$ cat config.mk
export PLATFORM = sky130hd
export DESIGN_NAME = det_scheduler_flat
export DESIGN_NICKNAME = d
export VERILOG_FILES = /design/src/rtl/det_scheduler_if.sv /design/src/rtl/det_scheduler.sv /design/src/flat_wrapper.sv
export SDC_FILE = /design/constraint.sdc
export NUM_CORES = 1
export LEC_CHECK = 0
export BUFFER_PORTS_ARGS = -buffer_cell sky130_fd_sc_hd__buf_2
export CAP_MARGIN = 20
export CORE_MARGIN = 3
export CORE_UTILIZATION = 51
export CTS_CLUSTER_SIZE = 10
export DETAILED_ROUTE_END_ITERATION = 12
export GPL_TIMING_DRIVEN = 1
export PLACE_DENSITY = 0.76
export SYNTH_ARGS = -nofsm -noshare
export SYNTH_HDL_FRONTEND = slang
export SYNTH_SLANG_ARGS = --single-unit
export TNS_END_PERCENT = 10
$ cat constraint.sdc
create_clock -name clock -period 3.3 [get_ports clock]
set_input_delay 0.66 -clock clock [delete_from_list [all_inputs] [get_ports clock]]
set_output_delay 0.66 -clock clock [all_outputs]
set_load 0.02 [all_outputs]
$ cat src/rtl/det_scheduler_if.sv
// Requester-side bus of det_scheduler: per-requester request handshake plus
// the shared response handshake carrying the served ID and the match count.
interface det_scheduler_if #(
    parameter int N_REQ  = 4,
    parameter int WORD_W = 8,
    parameter int CNT_W  = $clog2(WORD_W + 1),
    parameter int ID_W   = $clog2(N_REQ)
);
    logic [N_REQ-1:0]        req_valid;
    logic [N_REQ*WORD_W-1:0] req_data;
    logic [N_REQ-1:0]        req_ready;
    logic                    rsp_valid;
    logic [ID_W-1:0]         rsp_id;
    logic [CNT_W-1:0]        rsp_count;
    logic                    rsp_ready;

    modport master (
        output req_valid, req_data, rsp_ready,
        input  req_ready, rsp_valid, rsp_id, rsp_count
    );

    modport slave (
        input  req_valid, req_data, rsp_ready,
        output req_ready, rsp_valid, rsp_id, rsp_count
    );
endinterface

$ cat src/rtl/det_scheduler.sv
// Round-robin scheduler sharing one serial sequence detector between requesters:
// clears it, shifts the granted word in MSB-first and counts high detector samples.
module det_scheduler #(
    parameter int N_REQ  = 4,
    parameter int WORD_W = 8,
    parameter int CNT_W  = $clog2(WORD_W + 1),
    parameter int ID_W   = $clog2(N_REQ)
) (
    input  logic           clock,
    input  logic           reset,
    det_scheduler_if.slave bus,
    output logic           det_reset,
    output logic           det_in,
    input  logic           det_out,
    output logic           busy
);

    localparam int K_W = (WORD_W > 1) ? $clog2(WORD_W) : 1;

    typedef enum logic [2:0] {
        IDLE,
        CLR,
        SHIFT,
        FLUSH,
        DONE
    } state_t;

    state_t            state_q, state_d;
    logic [ID_W-1:0]   ptr_q, ptr_d;
    logic [ID_W-1:0]   id_q, id_d;
    logic [WORD_W-1:0] word_q, word_d;
    logic [CNT_W-1:0]  cnt_q, cnt_d;
    logic [K_W-1:0]    k_q, k_d;
    logic              det_reset_q, det_reset_d;
    logic              det_in_q, det_in_d;
    logic              rsp_valid_q, rsp_valid_d;
    logic              busy_q, busy_d;

    logic              grant_found;
    logic [ID_W-1:0]   grant_idx;
    logic [ID_W:0]     cand_sum;
    logic [ID_W-1:0]   cand;
    logic [WORD_W-1:0] grant_word;
    logic [N_REQ-1:0]  ready;

    // Search for the first valid requester starting at the pointer, wrapping at N_REQ.
    always_comb begin
        grant_found = 1'b0;
        grant_idx   = '0;
        cand_sum    = '0;
        cand        = '0;
        for (int i = 0; i < N_REQ; i++) begin
            cand_sum = {1'b0, ptr_q} + (ID_W + 1)'(i);
            if (cand_sum >= (ID_W + 1)'(N_REQ)) begin
                cand_sum = cand_sum - (ID_W + 1)'(N_REQ);
            end
            cand = cand_sum[ID_W-1:0];
            if (!grant_found && bus.req_valid[cand]) begin
                grant_found = 1'b1;
                grant_idx   = cand;
            end
        end
    end

    always_comb begin
        grant_word = '0;
        for (int i = 0; i < N_REQ; i++) begin
            if (ID_W'(i) == grant_idx) begin
                grant_word = bus.req_data[i*WORD_W +: WORD_W];
            end
        end
    end

    always_comb begin
        ready = '0;
        if (state_q == IDLE && grant_found) begin
            ready[grant_idx] = 1'b1;
        end
    end

    always_comb begin
        state_d     = state_q;
        ptr_d       = ptr_q;
        id_d        = id_q;
        word_d      = word_q;
        cnt_d       = cnt_q;
        k_d         = k_q;
        det_reset_d = 1'b0;
        det_in_d    = 1'b0;
        rsp_valid_d = rsp_valid_q;

        case (state_q)
            IDLE: begin
                if (grant_found) begin
                    state_d     = CLR;
                    word_d      = grant_word;
                    id_d        = grant_idx;
                    cnt_d       = '0;
                    ptr_d       = (grant_idx == ID_W'(N_REQ - 1)) ? '0 : grant_idx + 1'b1;
                    det_reset_d = 1'b1;
                end
            end
            CLR: begin
                state_d  = SHIFT;
                k_d      = '0;
                det_in_d = word_q[WORD_W-1];
                word_d   = word_q << 1;
            end
            SHIFT: begin
                // The first SHIFT cycle still shows the cleared detector, so it is not sampled.
                if (k_q != '0 && det_out && cnt_q != CNT_W'(WORD_W)) begin
                    cnt_d = cnt_q + 1'b1;
                end
                if (k_q == K_W'(WORD_W - 1)) begin
                    state_d = FLUSH;
                end else begin
                    k_d      = k_q + 1'b1;
                    det_in_d = word_q[WORD_W-1];
                    word_d   = word_q << 1;
                end
            end
            FLUSH: begin
                if (det_out && cnt_q != CNT_W'(WORD_W)) begin
                    cnt_d = cnt_q + 1'b1;
                end
                state_d     = DONE;
                rsp_valid_d = 1'b1;
            end
            DONE: begin
                if (bus.rsp_ready) begin
                    state_d     = IDLE;
                    rsp_valid_d = 1'b0;
                end
            end
            default: begin
                state_d     = IDLE;
                rsp_valid_d = 1'b0;
            end
        endcase

        busy_d = (state_d != IDLE);
    end

    always_ff @(posedge clock or negedge reset) begin
        if (!reset) begin
            state_q     <= IDLE;
            ptr_q       <= '0;
            id_q        <= '0;
            word_q      <= '0;
            cnt_q       <= '0;
            k_q         <= '0;
            det_reset_q <= 1'b0;
            det_in_q    <= 1'b0;
            rsp_valid_q <= 1'b0;
            busy_q      <= 1'b0;
        end else begin
            state_q     <= state_d;
            ptr_q       <= ptr_d;
            id_q        <= id_d;
            word_q      <= word_d;
            cnt_q       <= cnt_d;
            k_q         <= k_d;
            det_reset_q <= det_reset_d;
            det_in_q    <= det_in_d;
            rsp_valid_q <= rsp_valid_d;
            busy_q      <= busy_d;
        end
    end

    assign bus.req_ready = ready;
    assign bus.rsp_valid = rsp_valid_q;
    assign bus.rsp_id    = id_q;
    assign bus.rsp_count = cnt_q;
    assign det_reset     = det_reset_q;
    assign det_in        = det_in_q;
    assign busy          = busy_q;

endmodule

$ cat src/flat_wrapper.sv
// flat-port wrapper written by rule: the top's interface ports become plain ports
module det_scheduler_flat 
#(
    parameter int N_REQ  = 4,
    parameter int WORD_W = 8,
    parameter int CNT_W  = $clog2(WORD_W + 1),
    parameter int ID_W   = $clog2(N_REQ)
)
  (clock, reset, det_reset, det_in, det_out, busy, bus_req_valid, bus_req_data, bus_rsp_ready, bus_req_ready, bus_rsp_valid, bus_rsp_id, bus_rsp_count);
  det_scheduler_if #(.N_REQ(N_REQ), .WORD_W(WORD_W), .CNT_W(CNT_W), .ID_W(ID_W)) bus_i ();
  input  logic clock;
  input  logic reset;
  output logic det_reset;
  output logic det_in;
  input  logic det_out;
  output logic busy;
  input wire logic [$bits(bus_i.req_valid)-1:0] bus_req_valid;
  input wire logic [$bits(bus_i.req_data)-1:0] bus_req_data;
  input wire logic [$bits(bus_i.rsp_ready)-1:0] bus_rsp_ready;
  output wire logic [$bits(bus_i.req_ready)-1:0] bus_req_ready;
  output wire logic [$bits(bus_i.rsp_valid)-1:0] bus_rsp_valid;
  output wire logic [$bits(bus_i.rsp_id)-1:0] bus_rsp_id;
  output wire logic [$bits(bus_i.rsp_count)-1:0] bus_rsp_count;
  assign bus_i.req_valid = bus_req_valid;
  assign bus_i.req_data = bus_req_data;
  assign bus_i.rsp_ready = bus_rsp_ready;
  assign bus_req_ready = bus_i.req_ready;
  assign bus_rsp_valid = bus_i.rsp_valid;
  assign bus_rsp_id = bus_i.rsp_id;
  assign bus_rsp_count = bus_i.rsp_count;
  det_scheduler #(.N_REQ(N_REQ), .WORD_W(WORD_W), .CNT_W(CNT_W), .ID_W(ID_W)) u_core (.clock(clock), .reset(reset), .bus(bus_i), .det_reset(det_reset), .det_in(det_in), .det_out(det_out), .busy(busy));
endmodule
Word-level counts from Yosys, hierarchy flattened
Cells that the tools add are included.
{ "word_totals": {"ff_bits": 26} }
{ "classes": {"n_addsub": 10, "n_lt_le_gt_ge": 10, "eq_ne": 15, "n_mux": 47, "bitwise_logic": 1, "n_reduce_logical": 24} }
{ "ops": {"columns": ["operator", "n"], "rows": [
  ["8-bit two-way mux", 6],
  ["8-bit one-hot mux with 3 select lines", 1],
  ["2-bit two-way mux", 9],
  ["4-bit two-way mux", 4],
  ["2-bit by 3-bit less-than comparator with 1-bit output, second input constant", 5],
  ["3-bit one-hot mux with 5 select lines", 1],
  ["1-bit two-way mux", 13],
  ["3-bit two-way mux", 4],
  ["4-bit one-hot mux with 3 select lines", 1],
  ["3-bit nonzero test", 4],
  ["3-bit greater-or-equal comparator, second input constant", 3],
  ["1-bit binary-select mux with 2-bit select", 4],
  ["1-bit logical AND", 8],
  ["2-bit by 1-bit subtractor with 2-bit output, second input constant", 4],
  ["2-bit by 2-bit adder with 3-bit output, second input constant", 2],
  ["3-bit by 2-bit == test with 1-bit output, second input constant", 2],
  ["3-bit == test, second input constant", 2],
  ["2-bit by 1-bit != test with 1-bit output, second input constant", 3],
  ["3-bit one-hot mux with 2 select lines", 1],
  ["2-bit AND reduction", 3],
  ["4-bit by 1-bit adder with 4-bit output, second input constant", 1],
  ["2-bit == test, first input constant", 2],
  ["2-bit != test, second input constant", 2],
  ["4-bit != test, second input constant", 1],
  ["other kinds (19)", 21]
]} }

Depth between registers and ports, before layout
Gate-level depths: netlist of run 1.
{ "logic_depth": {"ltp_word": 21, "depth_mapped": 11, "depth_no_buf": 9} }

Worst setup path before layout of run 1
Ideal clock, no wire load.
{ "synth_timing": {"path_type": "input to output", "from": "input bus_req_valid[0]", "to": "output bus_req_ready[3]", "arrival_time_ns": 2.240, "setup_slack_ns": 0.400, "cell_stages": 6, "path_buffers": 2, "path_cell_list": "nor3b_1 -> a211oi_1 -> ha_1 -> buf_1 -> clkbuf_1 -> and3_2"} }
{ "synth_between": {"elab_chain_len": 17, "elab_cells_between_ends": 29, "cone_classes": "2 x order compare; 19 x mux; 8 x reduce/logical"} }
{ "synth_lines": {"columns": ["item", "line", "rtl"], "rows": [
  ["from (decl)", "flat_wrapper.sv:17", "input wire logic [$bits(bus_i.req_valid)-1:0] bus_req_valid;"],
  ["1-bit binary-select mux with 2-bit select", "det_scheduler.sv:58", "if (!grant_found && bus.req_valid[cand]) begin"],
  ["1-bit two-way mux (implied by the code)", "det_scheduler.sv:58", null],
  ["1-bit two-way mux", "det_scheduler.sv:58", null],
  ["1-bit logical NOT", "det_scheduler.sv:58", null],
  ["1-bit logical AND", "det_scheduler.sv:58", null],
  ["1-bit two-way mux", "det_scheduler.sv:58", null],
  ["1-bit logical NOT", "det_scheduler.sv:58", null],
  ["1-bit logical AND", "det_scheduler.sv:58", null],
  ["(+2 left out)", null, null],
  ["1-bit logical AND", "det_scheduler.sv:58", null],
  ["2-bit two-way mux (*)", "det_scheduler.sv:58", null],
  ["net u_core.grant_idx[0]", "det_scheduler.sv:40", "logic [ID_W-1:0] grant_idx;"],
  ["2-bit by 3-bit less-than comparator with 1-bit output (implied by the code) or 2-bit by 1-bit greater-or-equal comparator with 1-bit output (tied branches)", "det_scheduler.sv:77", "ready[grant_idx] = 1'b1;"],
  ["1-bit logical AND (implied by the code)", "det_scheduler.sv:77", null],
  ["1-bit two-way mux (implied by the code)", "det_scheduler.sv:77", null],
  ["1-bit demux with 2-bit select (*)", null, null],
  ["4-bit two-way mux (*)", "det_scheduler.sv:76", "if (state_q == IDLE && grant_found) begin"],
  ["to (decl)", "flat_wrapper.sv:20", "output wire logic [$bits(bus_i.req_ready)-1:0] bus_req_ready;"]
]} }
The timed path passes the listed nets; every way through them passes the cells marked *. The select of a mux whose other input is x is not followed.

Worst setup path in the final report of run 1
{ "layout_timing": {"from": "register u_core.ptr_q[1]", "to": "output bus_req_ready[2]"} }
{ "layout_between": {"elab_chain_len": 19, "elab_cells_between_ends": 44, "cone_classes": "7 x add/sub; 6 x order compare; 23 x mux; 8 x reduce/logical"} }
{ "layout_lines": {"columns": ["item", "line", "rtl"], "rows": [
  ["from (decl)", "det_scheduler.sv:29", "logic [ID_W-1:0] ptr_q, ptr_d;"],
  ["from (signal assigned)", "det_scheduler.sv:158", "ptr_q <= ptr_d;"],
  ["parallel branches: the longest is 13 deep, another holds 2-bit by 1-bit adder with 3-bit output", null, null],
  ["2-bit two-way mux (*)", "det_scheduler.sv:58", null],
  ["net u_core.grant_idx[1]", "det_scheduler.sv:40", null],
  ["2-bit by 3-bit less-than comparator with 1-bit output (implied by the code) or 2-bit by 1-bit greater-or-equal comparator with 1-bit output (tied branches)", "det_scheduler.sv:77", null],
  ["1-bit logical AND (implied by the code)", "det_scheduler.sv:77", null],
  ["1-bit two-way mux (implied by the code)", "det_scheduler.sv:77", null],
  ["1-bit demux with 2-bit select (*)", null, null],
  ["4-bit two-way mux (*)", "det_scheduler.sv:76", null]
]} }
Mark *: on every way through the listed nets, which the timed path passes. The select of a mux whose other input is x is not followed.

==> out/results.ini, run 1 <==
[outcome]
outcome=completed

[clock_network]
clock-sinks=26
cts_max_level=1
path_clk_slew_ns=0.13
cts_tree=yes
cts_inserted_buffers=3
cts_resized=0
cts_root_buf=clkbuf_4
cts.path.max_buffers=2
postCtsSetupBuffers=0
clk_latency_ns=0.31
postCtsHoldBufs=0

[timing]
fmax_mhz=357.6
tightest_slew_ns=0.6250
setup_viol=0
setup_slack_ns=0.5032
fin_skew_ns=0.002307
drv_slew=0
finalSetupTns_ns=0
min_period_ns=2.797
maxSlewHeadroom_pct=58.33
period_share_pct=84.75
hold_violations=0
rsz0062_at_grt=no

[floorplanning]
die_y_um=64.06
die_w_um=64.06
core_sq_um=3128
start_util_pct=54.96
rows=20
ios=54
dieArea_sq_um=4104

[cells_and_area]
nets=303
synthToLayoutAreaGrowth_pct=18.20
nFillCells=290
final_design_area_no_fill_sq_um=2032
drive_above_1_share_pct=28.06
final_util_pct=64.96
diodes=0

[logic_synthesis]
synth_warnings=0
synth.avg_cell_area_sq_um=8.305
ys_ff_latch=26
ys_seq_area_share_pct=37.85
async_reset_ff_share_pct=100.0
synth_cell_types=43
ys.flop_type=dfrtp_1
synthesis.nets=256
syn_inst=207
synth_area_sq_um=1719
synth_edf_count=0

[placed_design]
place_worst_setup_slack_ns=0.5455
place_area_sq_um=1996
io_buffers=53
place_hpwl_um=2856
gp_congestion=0.8297

[critical_path]
timing.rr.start=u_core.ptr_q[1]
cp-start-kind=flip-flop
crit_fanout=10
r2r_setup_slack_ns=1.02
rr_endpoint=u_core.word_q[6]
crit_required_ns=2.64
max_stage_delay_ns=0.48
cp_top_family=compound AO/OA/AOI/OAI gates
cp_num_buf_inv=2
cp_slowest_cell=dfrtp_1
crit_chain=a21oi_1, o21a_1, o22ai_1, inv_1, ha_1, and3_2, buf_2
critPathKind=flip-flop to output port
ff2ff_path_depth=9
end_kind=output port
worstPathArrival_ns=2.14

[global_route]
grt_max_degree=27
grt_pass1_vias=1533
grt_use_total_pct=19.49
overflow=0
grt_pass1_wl_um=6492
antenna_found_initial=0

[detailed_routing]
vias=1572
drt-pass1-iter-count=4
vias_per_cell=5.293
wl_per_cell_um=12.37
drt_wl_total_um=3674
first_iter_violations=76
drc_errors=0
ant_nets=0

[pwr]
p_per_area_nw_per_um2=909.5
total_power_mw=1.848
leakagePower_nw=1.028
ir_drop_mv=0.4999

[flow_run]
maxCapViolCount=0

[hold_path]
hold_path_class=input pin to asynchronous set/reset pin

-- where the power goes --
part / switching [mW] / leakage (nW) / internal, mW
Sequential: 0.147 / 0.328 / 0.460
Combinational: 0.642 / 0.679 / 0.443
Clock: 0.0883 / 0.0210 / 0.0674
-- worst max path at each step --
stage	startpoint	to	depth (start not counted)
floorplan	bus_req_valid[0]	bus_req_ready[3]	6
global placement	bus_req_valid[0]	bus_req_ready[2]	8
detailed placement	bus_req_valid[0]	bus_req_ready[2]	8
CTS	u_core.ptr_q[1]	bus_req_ready[2]	7
global route	u_core.ptr_q[1]	bus_req_ready[2]	7
finish	u_core.ptr_q[1]	bus_req_ready[2]	7
-- synthesized netlist by cell type (2+ instances only) --
library cell  number  area [sq um]
mux2i_1            3         30.03
clkbuf_1          10         37.54
a21oi_1           22         110.1
nor3_1             3         15.01
o31ai_1            8         60.06
nor2_1            13         48.80
nand2_1           28         105.1
nand2_2            2         12.51
o21ai_0           16         80.08
ha_1               9         112.6
inv_1             19         71.32
a221oi_1           7         61.31
a22o_1             2         17.52
buf_6              2         22.52
and3_2             4         30.03
a22oi_1            2         15.01
o22ai_1            2         12.51
dfrtp_1           26         650.6
or3_1              2         12.51
buf_2              2         10.01
nor3b_1            3         22.52
-- flip-flops by register name, summed over array words and instances (netlist names) --
name / count
u_core.bus.rsp_id: 2
u_core.ptr_q: 2
u_core.k_q: 3
u_core.state_q: 3
u_core.word_q: 8
u_core.det_in: 1
u_core.bus.rsp_valid: 1
u_core.bus.rsp_count: 4
u_core.det_reset: 1
u_core.busy: 1
-- per-layer routing --
metal	vias to the layer above	track usage, %	routed length (um)
met1	705	27.09	1817
met4	0	6.469	27
met3	2	2.812	201
met2	52	30.97	1628
li1	813	-	-
met5	-	0	0
-- per-stage QoR --
stage	instances	hold WS [ns]
6_report	297	0.3201
5_1_grt	297	0.3456
4_1_cts	297	0.3257
3_5_place_dp	293	0.4649
3_3_place_gp	293	0.4537
2_1_floorplan	207	0.3644
-- cells in the final DEF (no fill, tap or decap), types with 3 or more instances in the layout --
cell      netlist  final
a21oi_1        22     22
a221oi_1        7      7
and3_2          4      4
buf_2           2     53
buf_4           0      4
clkbuf_4        0      3
dfrtp_1        26     26
ha_1            9      9
inv_1          19     19
mux2i_1         3      3
nand2_1        28     28
nor2_1         13     13
nor3_1          3      3
nor3b_1         3      3
o21ai_0        16     16
o31ai_1         8      8
-- area by class of cell --
| cell class | instances | area (sq um) | area share [%] |
|---|---|---|---|
| clock buffers | 4 | 36.28 | 1.786 |
| repair buffers | 57 | 295.3 | 14.53 |
| flip-flops and latches | 26 | 650.6 | 32.02 |
| inverters | 20 | 75.07 | 3.695 |
| well taps | 44 | 55.05 | 2.709 |
| multi-input cells | 146 | 919.6 | 45.26 |
-- cells by family (layout without fill, tap and decap cells) --
logic type / after synthesis / after routing / share of synthesized area [%]
muxes: 4 / 4 / 2.402
DFF: 26 / 26 / 37.85
AOI/OAI and AO/OA: 66 / 66 / 25.18
buffers and inverters: 35 / 81 / 8.661
xor gates and xnor gates: 1 / 1 / 0.5096
adders and majority gates: 9 / 9 / 6.550
and+or+nand+nor: 66 / 66 / 18.85
Power figures use the tool's default switching activity.
==> run 2, diff against run 1 <==
--- a/config.mk
+++ b/config.mk
@@ -5,14 +5,15 @@
 export SDC_FILE = /design/constraint.sdc
 export NUM_CORES = 1
 export LEC_CHECK = 0
+export ABC_AREA = 1
 export BUFFER_PORTS_ARGS = -buffer_cell sky130_fd_sc_hd__buf_2
 export CAP_MARGIN = 20
 export CORE_MARGIN = 3
-export CORE_UTILIZATION = 51
+export CORE_UTILIZATION = 53
 export CTS_CLUSTER_SIZE = 10
 export DETAILED_ROUTE_END_ITERATION = 12
 export GPL_TIMING_DRIVEN = 1
-export PLACE_DENSITY = 0.76
+export PLACE_DENSITY = 0.77
 export SYNTH_ARGS = -nofsm -noshare
 export SYNTH_HDL_FRONTEND = slang
 export SYNTH_SLANG_ARGS = --single-unit
==> constraint.sdc (replaced) <==
create_clock -name clock -period 2.7 [get_ports clock]
set_input_delay 0.54 -clock clock [delete_from_list [all_inputs] [get_ports clock]]
set_output_delay 0.54 -clock clock [all_outputs]
set_load 0.02 [all_outputs]
==> out/results.ini, run 2 <==
[timing]
rsz0062_at_grt=yes
drv_slew=0
min_period_ns=2.668
period_share_pct=98.81
tightest_slew_ns=0.5833
setup_viol=0
fin_skew_ns=0.0007586
maxSlewHeadroom_pct=61.11
hold_violations=0
fmax_mhz=374.8

[cells_and_area]
final_common_cell=nand2_1
mostFrequentLayoutCells=77 x nand2_1, 49 x buf_2, 24 x inv_1, 24 x dfrtp_1, 21 x nor2_1
largest_register_ffs=8
nets=393
regMostFlops=u_core.word_q
synthToLayoutAreaGrowth_pct=30.16
drive_above_1_share_pct=38.78
diodes=0
final_util_pct=74.10
final_design_area_no_fill_sq_um=2570

[clock_network]
cts_max_level=1
cts.path.max_buffers=2
path_clk_slew_ns=0.08
cts_inserted_buffers=3
cts_root_buf=clkbuf_8
clk_latency_ns=0.26
cts_tree=yes
clock-sinks=26

[floorplanning]
die_y_um=67.04
dieArea_sq_um=4494
ios=54
start_util_pct=56.93
die_w_um=67.04
rows=21
core_sq_um=3468

[placed_design]
gp_congestion=0.8801
place_area_sq_um=2291
io_buffers=53
place_hpwl_um=3321

[logic_synthesis]
ys_seq_area_share_pct=32.95
synth_edf_count=0
synth_warnings=0
synth.avg_cell_area_sq_um=7.154
synth_area_sq_um=1974
yosys.area.top_type=dfrtp_1
syn_inst=276
yosysMostFrequentCell=nand2_1
synthesis.nets=325
synth_top_area_share_pct=32.95
ys.flop_type=dfrtp_1
synth_cell_types=30
ys_top_cells_by_area=dfrtp_1 33%, nand2_1 16%, ha_1 5.7%
async_reset_ff_share_pct=100.0
synth_commonest_cells=83 x nand2_1, 27 x inv_1, 26 x dfrtp_1
ys_ff_latch=26

[global_route]
antenna_found_initial=0
grt_pass1_vias=1677
grt_pass1_wl_um=6893
grt_max_degree=27
grt_use_total_pct=19.72
overflow=0

[detailed_routing]
drc_errors=0
vias_per_cell=5.023
first_iter_violations=136
vias=1954
ant_nets=0
drt_wl_total_um=4573
drt-pass1-iter-count=4
wl_per_cell_um=11.76

[critical_path]
cp-start-kind=flip-flop
worstPathArrival_ns=2.13
end_kind=output port
crit_fanout=6
critPathKind=flip-flop to output port
crit_required_ns=2.16

[outcome]
outcome=completed

[flow_run]
maxCapViolCount=0

[hold_path]
hold_path_class=input pin to asynchronous set/reset pin

run 2: cells by family (layout without fill, tap and decap cells):
family,Yosys count,in the layout,synth area share (%)
flops,26,26,32.95
compound gates,52,52,15.02
simple gates,147,147,36.38
xor+xnor,2,2,0.8874
buf+inv,40,107,9.062
fa+ha+maj,9,9,5.704
run 2: worst max-delay path: stages (launching register included):
cell     delay, ns
dfrtp_2       0.49
buf_6         0.15
nand2_1       0.07
nand2_2       0.08
nand2_2       0.09
nand2_4       0.06
nor2_8        0.13
nand3_2       0.09
nand2_2       0.10
nand2_4       0.08
inv_4         0.08
ha_4          0.14
inv_2         0.04
nor2_2        0.13
buf_6         0.13
run 2: layout make-up:
type / count / area, sq um
inverter: 32 / 130.1
timing repair buffer: 71 / 425.4
multi-input combinational: 210 / 1249
clock buffer: 4 / 55.05
tap: 46 / 57.56
fill: 290 / 898.4
sequential: 26 / 653.1
run 2: metrics by stage:
stage	instances	setup TNS [ns]	setup slack, ns	hold slack, ns
finish	389	0	0.03203	0.2718
global route	389	-0.2551	-0.08122	0.3090
CTS	380	-0.01038	-0.01038	0.2791
detailed placement	374	0	0.09720	0.4648
global placement	374	0	0.1353	0.4637
floorplan	276	0	0.02096	0.2444
run 2: repair_timing:
action | in CTS | in global routing
setup endpoints to repair | 4 | 4
pin swaps | 1 | 13
hold buffers | 0 | 0
setup buffers | 2 | 9
resized for setup | 8 | 31
cloned | 0 | 0
run 2: path summary, 6_finish.rpt:
path / startpoint / end / slack, ns / cells past startpoint
max reg2reg: u_core.ptr_q[0] / u_core.word_q[2] / 0.25 / 17
max: u_core.ptr_q[0] / bus_req_ready[3] / 0.03 / 14
min in group clock: u_core.bus.rsp_id[1] / u_core.bus.rsp_id[1] / 0.48 / 2
min: reset / u_core.busy / 0.27 / 1
max in group asynchronous: reset / u_core.ptr_q[1] / 2.02 / 1
min reg2reg: u_core.bus.rsp_id[1] / u_core.bus.rsp_id[1] / 0.48 / 2
run 2: per-layer routing:
metal | global-route usage [%] | share of wire, % | up-vias
met4 | 7.595 | 1.4 | 0
met3 | 4.384 | 6.7 | 8
met5 | 0 | 0 | -
met1 | 26.07 | 44 | 858
met2 | 31.04 | 48 | 71
li1 | - | - | 1017
Power of run 2 is not shown: default switching activity piles up to over one toggle a cycle in this logic, so the estimate is an artifact.
